[config.mk]
export PLATFORM = sky130hd
export DESIGN_NAME = e_mod_sub
export DESIGN_NICKNAME = d
export VERILOG_FILES = /design/src/rtl/e_ecc_pkg.sv /design/src/rtl/e_limb_addsub.sv /design/src/rtl/e_mod_sub.sv
export SDC_FILE = /design/constraint.sdc
export NUM_CORES = 2
export LEC_CHECK = 0
export CAP_MARGIN = 5
export CORE_AREA = 2 2 404 406
export CTS_BUF_LIST = sky130_fd_sc_hd__clkbuf_4
export DETAILED_ROUTE_END_ITERATION = 12
export DIE_AREA = 0 0 406 408
export SYNTH_ARGS = -nofsm -noshare
export SYNTH_HDL_FRONTEND = slang
export SYNTH_SLANG_ARGS = --single-unit
export TNS_END_PERCENT = 30
[constraint.sdc]
create_clock -name clk -period 6.7 [get_ports clk]
set_input_delay 1.005 -clock clk [delete_from_list [all_inputs] [get_ports clk]]
set_output_delay 1.005 -clock clk [all_outputs]
set_load 0.03 [all_outputs]
[src/rtl/e_ecc_pkg.sv]
// Shared ECC field-arithmetic definitions: datapath widths, modular
// subtractor state encoding and curve moduli.
package e_ecc_pkg;

    localparam int unsigned ECC_WIDTH = 256;
    localparam int unsigned ECC_LIMB  = 64;
    localparam int unsigned ECC_NLIMB = ECC_WIDTH / ECC_LIMB;

    // e_mod_sub control states
    typedef enum logic [1:0] {
        IDLE = 2'd0,
        SUB  = 2'd1,
        FIX  = 2'd2
    } e_mod_sub_state_e;

    // NIST P-256 field prime
    localparam logic [ECC_WIDTH-1:0] P256_P =
        256'hFFFFFFFF00000001000000000000000000000000FFFFFFFFFFFFFFFFFFFFFFFF;

endpackage

[src/rtl/e_limb_addsub.sv]
// Single-limb combinational adder/subtractor with carry/borrow in and out.
// sub_i=0: {cout, res} = x + y + cin
// sub_i=1: {bout, res} = x - y - bin (bout=1 on underflow)
module e_limb_addsub #(
    parameter int unsigned LIMB = 64
) (
    input  logic            sub_i,
    input  logic [LIMB-1:0] x_i,
    input  logic [LIMB-1:0] y_i,
    input  logic            cin_i,
    output logic [LIMB-1:0] res_c_o,
    output logic            cout_c_o
);

    logic [LIMB:0] ext;

    // One extra bit captures the carry, or the borrow as a wrapped sign bit
    always_comb begin
        if (sub_i) begin
            ext = {1'b0, x_i} - {1'b0, y_i} - (LIMB+1)'(cin_i);
        end else begin
            ext = {1'b0, x_i} + {1'b0, y_i} + (LIMB+1)'(cin_i);
        end
    end

    assign res_c_o  = ext[LIMB-1:0];
    assign cout_c_o = ext[LIMB];

endmodule

[src/rtl/e_mod_sub.sv]
// Limb-serial modular subtractor: s = (a - b) mod p.
// A SUB pass walks the limbs computing a - b; if the final borrow is set a
// FIX pass adds p back limb by limb. One shared limb adder serves both.
// Build option E_MOD_SUB_CT_EN: constant-time mode, FIX always runs and
// adds either p or 0 depending on the SUB borrow (fixed 2*NLIMB latency).
module e_mod_sub
    import e_ecc_pkg::*;
#(
    parameter int unsigned WIDTH = ECC_WIDTH,
    parameter int unsigned LIMB  = ECC_LIMB
) (
    input  logic             clk,
    input  logic             reset_n,
    input  logic             start_i,
    input  logic [WIDTH-1:0] a_i,
    input  logic [WIDTH-1:0] b_i,
    input  logic [WIDTH-1:0] p_i,
    output logic             busy_o,
    output logic             done_o,
    output logic             borrow_o,
    output logic [WIDTH-1:0] s_o
);

    localparam int unsigned NLIMB = WIDTH / LIMB;
    localparam int unsigned CNT_W = (NLIMB > 1) ? $clog2(NLIMB) : 1;
    localparam logic [CNT_W-1:0] CNT_LAST = CNT_W'(NLIMB - 1);

    e_mod_sub_state_e state_q, state_d;
    logic [CNT_W-1:0] cnt_q, cnt_d;
    logic [WIDTH-1:0] a_q, a_d;
    logic [WIDTH-1:0] b_q, b_d;
    logic [WIDTH-1:0] p_q, p_d;
    logic [WIDTH-1:0] w_q, w_d;
    logic             bw_q, bw_d;
    logic             fin_bw_q, fin_bw_d;
    logic             busy_d, done_d, borrow_d;
    logic [WIDTH-1:0] s_d;

    logic [LIMB-1:0]  a_l, b_l, p_l, w_l;
    logic [LIMB-1:0]  add_x, add_y, add_res;
    logic             add_sub, add_cout;
    logic             last;

    // Select the active limb of each operand and steer the shared adder
    always_comb begin
        a_l = '0;
        b_l = '0;
        p_l = '0;
        w_l = '0;
        for (int unsigned i = 0; i < NLIMB; i++) begin
            if (cnt_q == CNT_W'(i)) begin
                a_l = a_q[i*LIMB +: LIMB];
                b_l = b_q[i*LIMB +: LIMB];
                p_l = p_q[i*LIMB +: LIMB];
                w_l = w_q[i*LIMB +: LIMB];
            end
        end
        add_sub = (state_q == SUB);
        add_x   = add_sub ? a_l : w_l;
        // fin_bw_q is always 1 in FIX unless constant-time mode forced FIX
        add_y   = add_sub ? b_l : (fin_bw_q ? p_l : '0);
    end

    e_limb_addsub #(
        .LIMB (LIMB)
    ) u_limb_addsub (
        .sub_i    (add_sub),
        .x_i      (add_x),
        .y_i      (add_y),
        .cin_i    (bw_q),
        .res_c_o  (add_res),
        .cout_c_o (add_cout)
    );

    assign last = (cnt_q == CNT_LAST);

    // Next-state and datapath update
    always_comb begin
        state_d  = state_q;
        cnt_d    = cnt_q;
        a_d      = a_q;
        b_d      = b_q;
        p_d      = p_q;
        w_d      = w_q;
        bw_d     = bw_q;
        fin_bw_d = fin_bw_q;
        busy_d   = busy_o;
        done_d   = 1'b0;
        borrow_d = borrow_o;
        s_d      = s_o;

        case (state_q)
            IDLE: begin
                if (start_i) begin
                    a_d      = a_i;
                    b_d      = b_i;
                    p_d      = p_i;
                    cnt_d    = '0;
                    bw_d     = 1'b0;
                    fin_bw_d = 1'b0;
                    busy_d   = 1'b1;
                    state_d  = SUB;
                end
            end

            SUB: begin
                for (int unsigned i = 0; i < NLIMB; i++) begin
                    if (cnt_q == CNT_W'(i)) w_d[i*LIMB +: LIMB] = add_res;
                end
                bw_d  = add_cout;
                cnt_d = cnt_q + CNT_W'(1);
                if (last) begin
                    fin_bw_d = add_cout;
                    cnt_d    = '0;
`ifdef E_MOD_SUB_CT_EN
                    bw_d    = 1'b0;
                    state_d = FIX;
`else
                    if (add_cout) begin
                        bw_d    = 1'b0;
                        state_d = FIX;
                    end else begin
                        s_d      = w_d;
                        borrow_d = 1'b0;
                        done_d   = 1'b1;
                        busy_d   = 1'b0;
                        state_d  = IDLE;
                    end
`endif
                end
            end

            FIX: begin
                for (int unsigned i = 0; i < NLIMB; i++) begin
                    if (cnt_q == CNT_W'(i)) w_d[i*LIMB +: LIMB] = add_res;
                end
                bw_d  = add_cout;
                cnt_d = cnt_q + CNT_W'(1);
                if (last) begin
                    // Final carry-out of the add-back is dropped (mod 2^WIDTH)
                    bw_d     = 1'b0;
                    cnt_d    = '0;
                    s_d      = w_d;
                    borrow_d = fin_bw_q;
                    done_d   = 1'b1;
                    busy_d   = 1'b0;
                    state_d  = IDLE;
                end
            end

            default: begin
                state_d = IDLE;
                busy_d  = 1'b0;
                cnt_d   = '0;
            end
        endcase
    end

    // State and output registers, cleared asynchronously
    always_ff @(posedge clk or negedge reset_n) begin
        if (!reset_n) begin
            state_q  <= IDLE;
            cnt_q    <= '0;
            a_q      <= '0;
            b_q      <= '0;
            p_q      <= '0;
            w_q      <= '0;
            bw_q     <= 1'b0;
            fin_bw_q <= 1'b0;
            busy_o   <= 1'b0;
            done_o   <= 1'b0;
            borrow_o <= 1'b0;
            s_o      <= '0;
        end else begin
            state_q  <= state_d;
            cnt_q    <= cnt_d;
            a_q      <= a_d;
            b_q      <= b_d;
            p_q      <= p_d;
            w_q      <= w_d;
            bw_q     <= bw_d;
            fin_bw_q <= fin_bw_d;
            busy_o   <= busy_d;
            done_o   <= done_d;
            borrow_o <= borrow_d;
            s_o      <= s_d;
        end
    end

endmodule

Yosys cells after proc, flatten, opt, wreduce, memory -nomap -nowiden
Cells that the tools add are included. W data, S select, Z words.

$add $sub $neg: 5. Equality and inequality tests: 9. Mux-type cells: 52. Reduce and logical (&&, ||, !) cells: 12.

Operators with widths (count): $mux W64 (23); $mux W256 (3); $pmux W256 S2 (1); $add A64 B64 Y65 (1); $add A65 B1 Y65 (1); $mux W65 (1); $sub A64 B64 Y65 (1); $sub A65 B1 Y65 (1); $mux W2 (6); $mux W1 (11); $pmux W1 S2 (4); $reduce_and A4 Y1 (2); $eq A2 B2 Y1 const B (3); $ne A2 B2 Y1 const B (3); $pmux W2 S3 (1); $reduce_and A3 Y1 (2); $reduce_bool A2 Y1 (3); $eq A2 B1 Y1 const B (2); $logic_not A2 Y1 (2); $pmux W2 S2 (1); $reduce_and A2 Y1 (2); $pmux W1 S3 (1); $add A2 B1 Y2 const B (1); $ne A2 B1 Y1 const B (1); $reduce_or A2 Y1 (1).

Flip-flop bits (word level): 1289. Bits of input ports: 771. Word-level logic and storage cells: 90.

Logic depth before layout (Yosys ltp)
Depth in word-level cells: 14. Gate-level depth with buffers: 32. Depth with buffers taken out: 24.

By module
Synthesis repeated with hierarchy kept, for this count alone.

Cells, all modules: 5623. Area total of the unflattened synthesis: 67822.5 um^2.

Modules (own cells, without submodules): e_mod_sub (times used 1, cells each 4114, area each 57774.2 um^2, sequential area each 32255.9 um^2); e_limb_addsub (times used 1, cells each 1509, area each 10048.4 um^2, sequential area each 0.0 um^2).

Worst setup path before layout
OpenSTA, ideal clock, no wires.

Kind: reg2reg. From: register state_q[0]. To: register s_o[123]. Library setup time: 151 ps. Arrival time: 5921 ps. Data required time: 6549 ps. Slack: 628 ps. Cell stages (with the launch flop): 28. Path buffers: 12. Cells stage by stage: dfrtp_1 ha_1 clkbuf_1 inv_1 clkbuf_1 clkbuf_1 buf_1 clkbuf_1 clkbuf_1 buf_1 o22ai_1 ha_1 ha_1 buf_2 and4_1 and3_1 nand3_2 a21oi_2 o2111a_2 o2111ai_2 a2111oi_2 nor3_2 buf_6 buf_6 buf_6 buf_2 nand2_1 o221ai_1.

Cells in the longest elaborated chain, start to end: 9. Elaborated cells on any way between the ends: 19.

RTL lines: from (decl) (RTL line e_mod_sub.sv:28) `e_mod_sub_state_e state_q, state_d;`; from (signal assigned) (RTL line e_mod_sub.sv:175) `state_q <= state_d;`; $eq A2 B1 Y1 (RTL line e_mod_sub.sv:58, e_mod_sub.sv:92); $mux W64 (on tied branches) (RTL line e_mod_sub.sv:59, e_mod_sub.sv:61); $add A64 B64 Y65 / $sub A64 B64 Y65 (equally long branches) (RTL line e_limb_addsub.sv:22, e_limb_addsub.sv:20); $add A65 B1 Y65 / $sub A65 B1 Y65 (equally long branches) (RTL line e_limb_addsub.sv:22, e_limb_addsub.sv:20); $mux W65 (RTL line e_limb_addsub.sv:19) `if (sub_i) begin`; $mux W64 (RTL line e_mod_sub.sv:108, e_mod_sub.sv:135); $mux W256 (RTL line e_mod_sub.sv:119) `if (add_cout) begin`; $mux W256 (RTL line e_mod_sub.sv:112) `if (last) begin`; $pmux W256 S2 (RTL line e_mod_sub.sv:92) `case (state_q)`; to (signal assigned) (RTL line e_mod_sub.sv:173) `s_o <= '0;`; to (signal assigned) (RTL line e_mod_sub.sv:186) `s_o <= s_d;`; to (decl) (RTL line e_mod_sub.sv:21) `output logic [WIDTH-1:0] s_o`.

Parallel ways exist; a longest one is shown, timed or not. The select of a mux whose other input is x is not followed. A chain may end at the register's enable or synchronous reset.

Final worst setup path
From: register cnt_q[0]. To: register s_o[5].

Cells in the longest elaborated chain, start to end: 14. Elaborated cells on any way between the ends: 37.

RTL lines: from (decl) (RTL line e_mod_sub.sv:29) `logic [CNT_W-1:0] cnt_q, cnt_d;`; from (signal assigned) (RTL line e_mod_sub.sv:176) `cnt_q <= cnt_d;`; $logic_not A2 Y1 (RTL line e_mod_sub.sv:51, e_mod_sub.sv:108, e_mod_sub.sv:135); $mux W64 (4 in a row) (RTL line e_mod_sub.sv:51) `if (cnt_q == CNT_W'(i)) begin`; $mux W64 (2 in a row) (RTL line e_mod_sub.sv:61) `add_y = add_sub ? b_l : (fin_bw_q ? p_l : '0);`; $add A64 B64 Y65 / $sub A64 B64 Y65 (equally long branches) (RTL line e_limb_addsub.sv:22, e_limb_addsub.sv:20); $add A65 B1 Y65 / $sub A65 B1 Y65 (equally long branches) (RTL line e_limb_addsub.sv:22, e_limb_addsub.sv:20); $mux W65 (RTL line e_limb_addsub.sv:19); $mux W64 (RTL line e_mod_sub.sv:108, e_mod_sub.sv:135); $mux W256 (RTL line e_mod_sub.sv:119); $mux W256 (RTL line e_mod_sub.sv:112); $pmux W256 S2 (RTL line e_mod_sub.sv:92).

Parallel ways exist; a longest one is shown, timed or not. The select of a mux whose other input is x is not followed.

==> results.txt <==
- Status: finished, final reports clean
- On the critical path, the stage with the largest delay is an instance of sky130_fd_sc_hd__ha_4.
- Leading cell type in the layout, fill and taps excluded: sky130_fd_sc_hd__dfrtp_1
* Number of global-route vias before repair: 58800
* Async SR Flop Fraction: 1.00
- Synth Cell Area: ~68000 sq um
- Placeable core region: 162000 sq um
- Kind of cell adding the most delay to the critical path: compound AO/OA/AOI/OAI gates
- 1030 I/O pins were placed.
- Worst min path class: in -> reg
- Final RePlAce weighted congestion: 0.936
- Relative slew slack: 0.238
- Once detail routing completed, the nets flagged for antenna violations numbered 0.
- The smallest clock period supported by the final layout is computed as between 6000 and 7000 ps.
- Row generation in the floorplan step produced 148 rows.
* Cell mode on critical path: sky130_fd_sc_hd__buf_12
- Of the total synthesized cell area, the portion taken by full adders, half adders and majority gates is 0.0368.
* CTS Sinks: 1289
- From left edge to right edge, the die measures 406 microns.
- The first TritonRoute pass finished after 8 iterations.
- Counting both buffers and inverters, the worst setup path holds a total of 5.
* H-tree level count: 5
* Global-route usage over all layers: 0.335
- Finished layout cell area: 87700 sq um
* Antenna violations before repair: about 80
- The net count of the finished layout is 9117.
- Syn nets: 7829
* Maximum number of pins on one net before global-route repair: 180
- After synthesis, the largest family of logic cells by area is multiplexers.
- After detailed routing, the number of remaining DRC violations is 0.
- Max-cap check violation count: 0
- The hold violation total from the final report came to 0.
- Gate count of the mapped netlist: 6860
- The synthesized design contains 0 enable-type register cells.
- Final Skew: 146 ps
- In this run, placement finished with an instance count of 9950.
* Number of synthesized register bits: roughly 1300
- Setup repair after global routing left no endpoint under its margin.
* Signal arrival time at the worst endpoint: ~7700 ps
- Averaged over all synthesized cells, the footprint is 9.94 sq um.
- CTS placed an instance of sky130_fd_sc_hd__clkbuf_4 at the clock tree root.
- Max Transition Viols Final: 0
* Simple-gate share of the synthesized area: 0.115
- For this configuration, the core starts out at a cell density of 0.422.
- Setup crit start kind: register
- The total overflow left after global routing is 0.
- Yosys synthesis warning count: 0
* Critical path type: reg -> reg
* Slew at the pin closest to its max-slew limit: 1140 ps
* Maximum fanout count along the critical path: 57
* Port Buffers: 1029
- After synthesis, the share of cell area in mux cells is 0.168.
* Leading cell types in the layout, fill and taps excluded: sky130_fd_sc_hd__dfrtp_1, sky130_fd_sc_hd__clkdlybuf4s50_1, sky130_fd_sc_hd__nand2_1, sky130_fd_sc_hd__mux2_2, sky130_fd_sc_hd__a21oi_1
- The largest single stage delay on the critical path is roughly 520 ps.
- Of the total synthesized cell area, the portion taken by XOR and XNOR cells is 0.0126.
- The complex-gate fraction of the synthesized area came to 0.156.
* Vias after detailed routing: 59600
- In the routed layout, each cell is associated on average with a via count of 5.61.
* Number of buffers added by the clock tree synthesis step: 369
- The share of the Yosys chip area taken by registers is 0.473.
* Global-route wire length before repair: 406 mm
- After legalization and detailed placement, the total HPWL measured roughly 220 mm.
- Kind of end point of the critical path: register
- TritonCTS built the clock tree.
- Clock latency on the worst-skew pair: ~1400 ps
- Of the cells placed in the final design, the portion with a size suffix greater than 1 is 0.223.
* Max Buffers Root-to-Sink: 4
* First-iteration detailed-routing DRC count: 5349
- Static timing analysis puts the maximum clock frequency at 154 MHz.
* Die area: 166000 sq um
- Final worst-path cycle share: 0.968
* Worst endpoint required time: around 8000 ps
- From synthesis to final layout, the design area changed by 28.6%.
* Number of setup violations in the final report: 0
* Total cell area at the placement stage: 83000 sq um
- After clock tree synthesis, the clock-pin slew on the worst setup and hold paths is ~70 ps.
- The most used flip-flop cell after synthesis is sky130_fd_sc_hd__dfrtp_1.
- The signal on the critical path passes through inv_1, ha_4, buf_12, nand2_1, o21ai_0, mux4_2, o21a_1, ha_1, ha_1, a211oi_1, o21ai_0, a21oi_1, a21oi_2, o2111a_2, o2111ai_2, a2111oi_2, buf_4, nor3_4, buf_12, buf_12, a211oi_1, a21o_1.
- Count of placed standard cells in the final layout, fillers left out: 10600
* Netlist cell types: 90
* Routed length per instance: about 27 microns
- From bottom edge to top edge, the die measures between 400 and 500 microns.
* Total Wirelength: around 280 mm
## metal layers
layer / up-vias / track usage / wire, microns / share of wire
met1: 29500 / 0.458 / 122000 / 0.43
met5: - / 0 / 313 / 0.0011
met2: 2479 / 0.511 / 127000 / 0.45
met4: 50 / 0.124 / 10100 / 0.036
li1: 27100 / - / - / -
met3: 466 / 0.0833 / 23700 / 0.084
## path summary, 6_finish.rpt
kind,end,cells after the start,start,slack (ps)
setup / recovery,s_o[5],22,cnt_q[0],210
hold / removal,p_q[43],2,p_i[43],220
setup reg to reg,s_o[5],22,cnt_q[0],210
hold reg to reg,s_o[86],1,s_o[86],470
max in group asynchronous,p_q[182],3,reset_n,4650
min in group asynchronous,a_q[98],2,reset_n,280
## cell families after synthesis
group | Yosys count
AND/OR/NAND/NOR | 1840
AO/OA/AOI/OAI | 1801
flip-flops | 1289
multiplexers | 966
buffers and inverters | 668
adder cells (fa/ha/maj) | 198
XOR/XNOR | 98
## final cells by class
type	instances	area, sq um
fillers	14700	73900
multi-input cells	4903	33500
flip-flops and latches	1289	32300
repair buffers	1412	14000
clock buffers	558	4190
well taps	2175	2720
inverters	173	664
clock inverters	64	298
diodes	46	115
## Yosys cell counts, types with 12 or more instances
| master | n | area, sq um |
|---|---|---|
| sky130_fd_sc_hd__o211ai_1 | 34 | 255 |
| sky130_fd_sc_hd__a21boi_0 | 18 | 135 |
| sky130_fd_sc_hd__or2_2 | 12 | 75.1 |
| sky130_fd_sc_hd__clkbuf_1 | 382 | 1430 |
| sky130_fd_sc_hd__dfrtp_1 | 1289 | 32300 |
| sky130_fd_sc_hd__a211oi_1 | 86 | 646 |
| sky130_fd_sc_hd__a21o_1 | 118 | 886 |
| sky130_fd_sc_hd__nor3_1 | 39 | 195 |
| sky130_fd_sc_hd__nand2_1 | 939 | 3520 |
| sky130_fd_sc_hd__o21ai_0 | 584 | 2920 |
| sky130_fd_sc_hd__buf_2 | 46 | 230 |
| sky130_fd_sc_hd__xnor2_1 | 56 | 490 |
| sky130_fd_sc_hd__nand3_1 | 43 | 215 |
| sky130_fd_sc_hd__o21bai_1 | 22 | 165 |
| sky130_fd_sc_hd__inv_1 | 173 | 649 |
| sky130_fd_sc_hd__o22ai_1 | 65 | 407 |
| sky130_fd_sc_hd__o221ai_1 | 21 | 184 |
| sky130_fd_sc_hd__xor2_1 | 42 | 368 |
| sky130_fd_sc_hd__mux2_2 | 790 | 8900 |
| sky130_fd_sc_hd__mux4_2 | 63 | 1420 |
| sky130_fd_sc_hd__o21ai_1 | 19 | 95.1 |
| sky130_fd_sc_hd__and2_1 | 21 | 131 |
| sky130_fd_sc_hd__a21oi_1 | 597 | 2990 |
| sky130_fd_sc_hd__o21a_1 | 93 | 698 |
| sky130_fd_sc_hd__a31oi_1 | 27 | 169 |
| sky130_fd_sc_hd__mux2i_1 | 113 | 1130 |
| sky130_fd_sc_hd__and3_1 | 146 | 913 |
| sky130_fd_sc_hd__buf_1 | 57 | 214 |
| sky130_fd_sc_hd__nor2_1 | 522 | 1960 |
| sky130_fd_sc_hd__o31ai_1 | 22 | 165 |
| sky130_fd_sc_hd__ha_1 | 194 | 2430 |
| sky130_fd_sc_hd__nand4_1 | 49 | 307 |
| sky130_fd_sc_hd__nand2b_1 | 13 | 81.3 |
## sequential cells by signal (all words and copies together) (netlist names)
register  cells
borrow_o      1
bw_q          1
a_q         256
b_q         256
fin_bw_q      1
busy_o        1
done_o        1
state_q       2
s_o         256
p_q         256
w_q         256
cnt_q         2
## stage by stage
| stage | utilization | TNS (ps) | hold slack, ps | worst slack, ps |
|---|---|---|---|---|
| detailed placement | 0.514 | -268 | 466 | -99.9 |
| global placement | 0.514 | -294 | 461 | -58.6 |
| floorplan | - | 0 | 446 | 628 |
| global route | 0.542 | 0 | 137 | 7.25 |
| CTS | 0.542 | 0 | 63.5 | 83.0 |
| finish | 0.543 | 0 | 221 | 213 |
## timing repair
| item | 4_1_cts | 5_1_grt |
|---|---|---|
| endpoints found under the hold margin | 124 | 0 |
| endpoints found under the setup margin | 83 | 42 |
| pin swaps | 0 | 1 |
| gates resized for setup | 1 | 10 |
| hold buffers | 1 | 0 |
| buffers inserted | 0 | 1 |
Power is left out: the tool's default activity adds up to more than one toggle a clock period on the data nets, which glitch-free logic cannot reach.
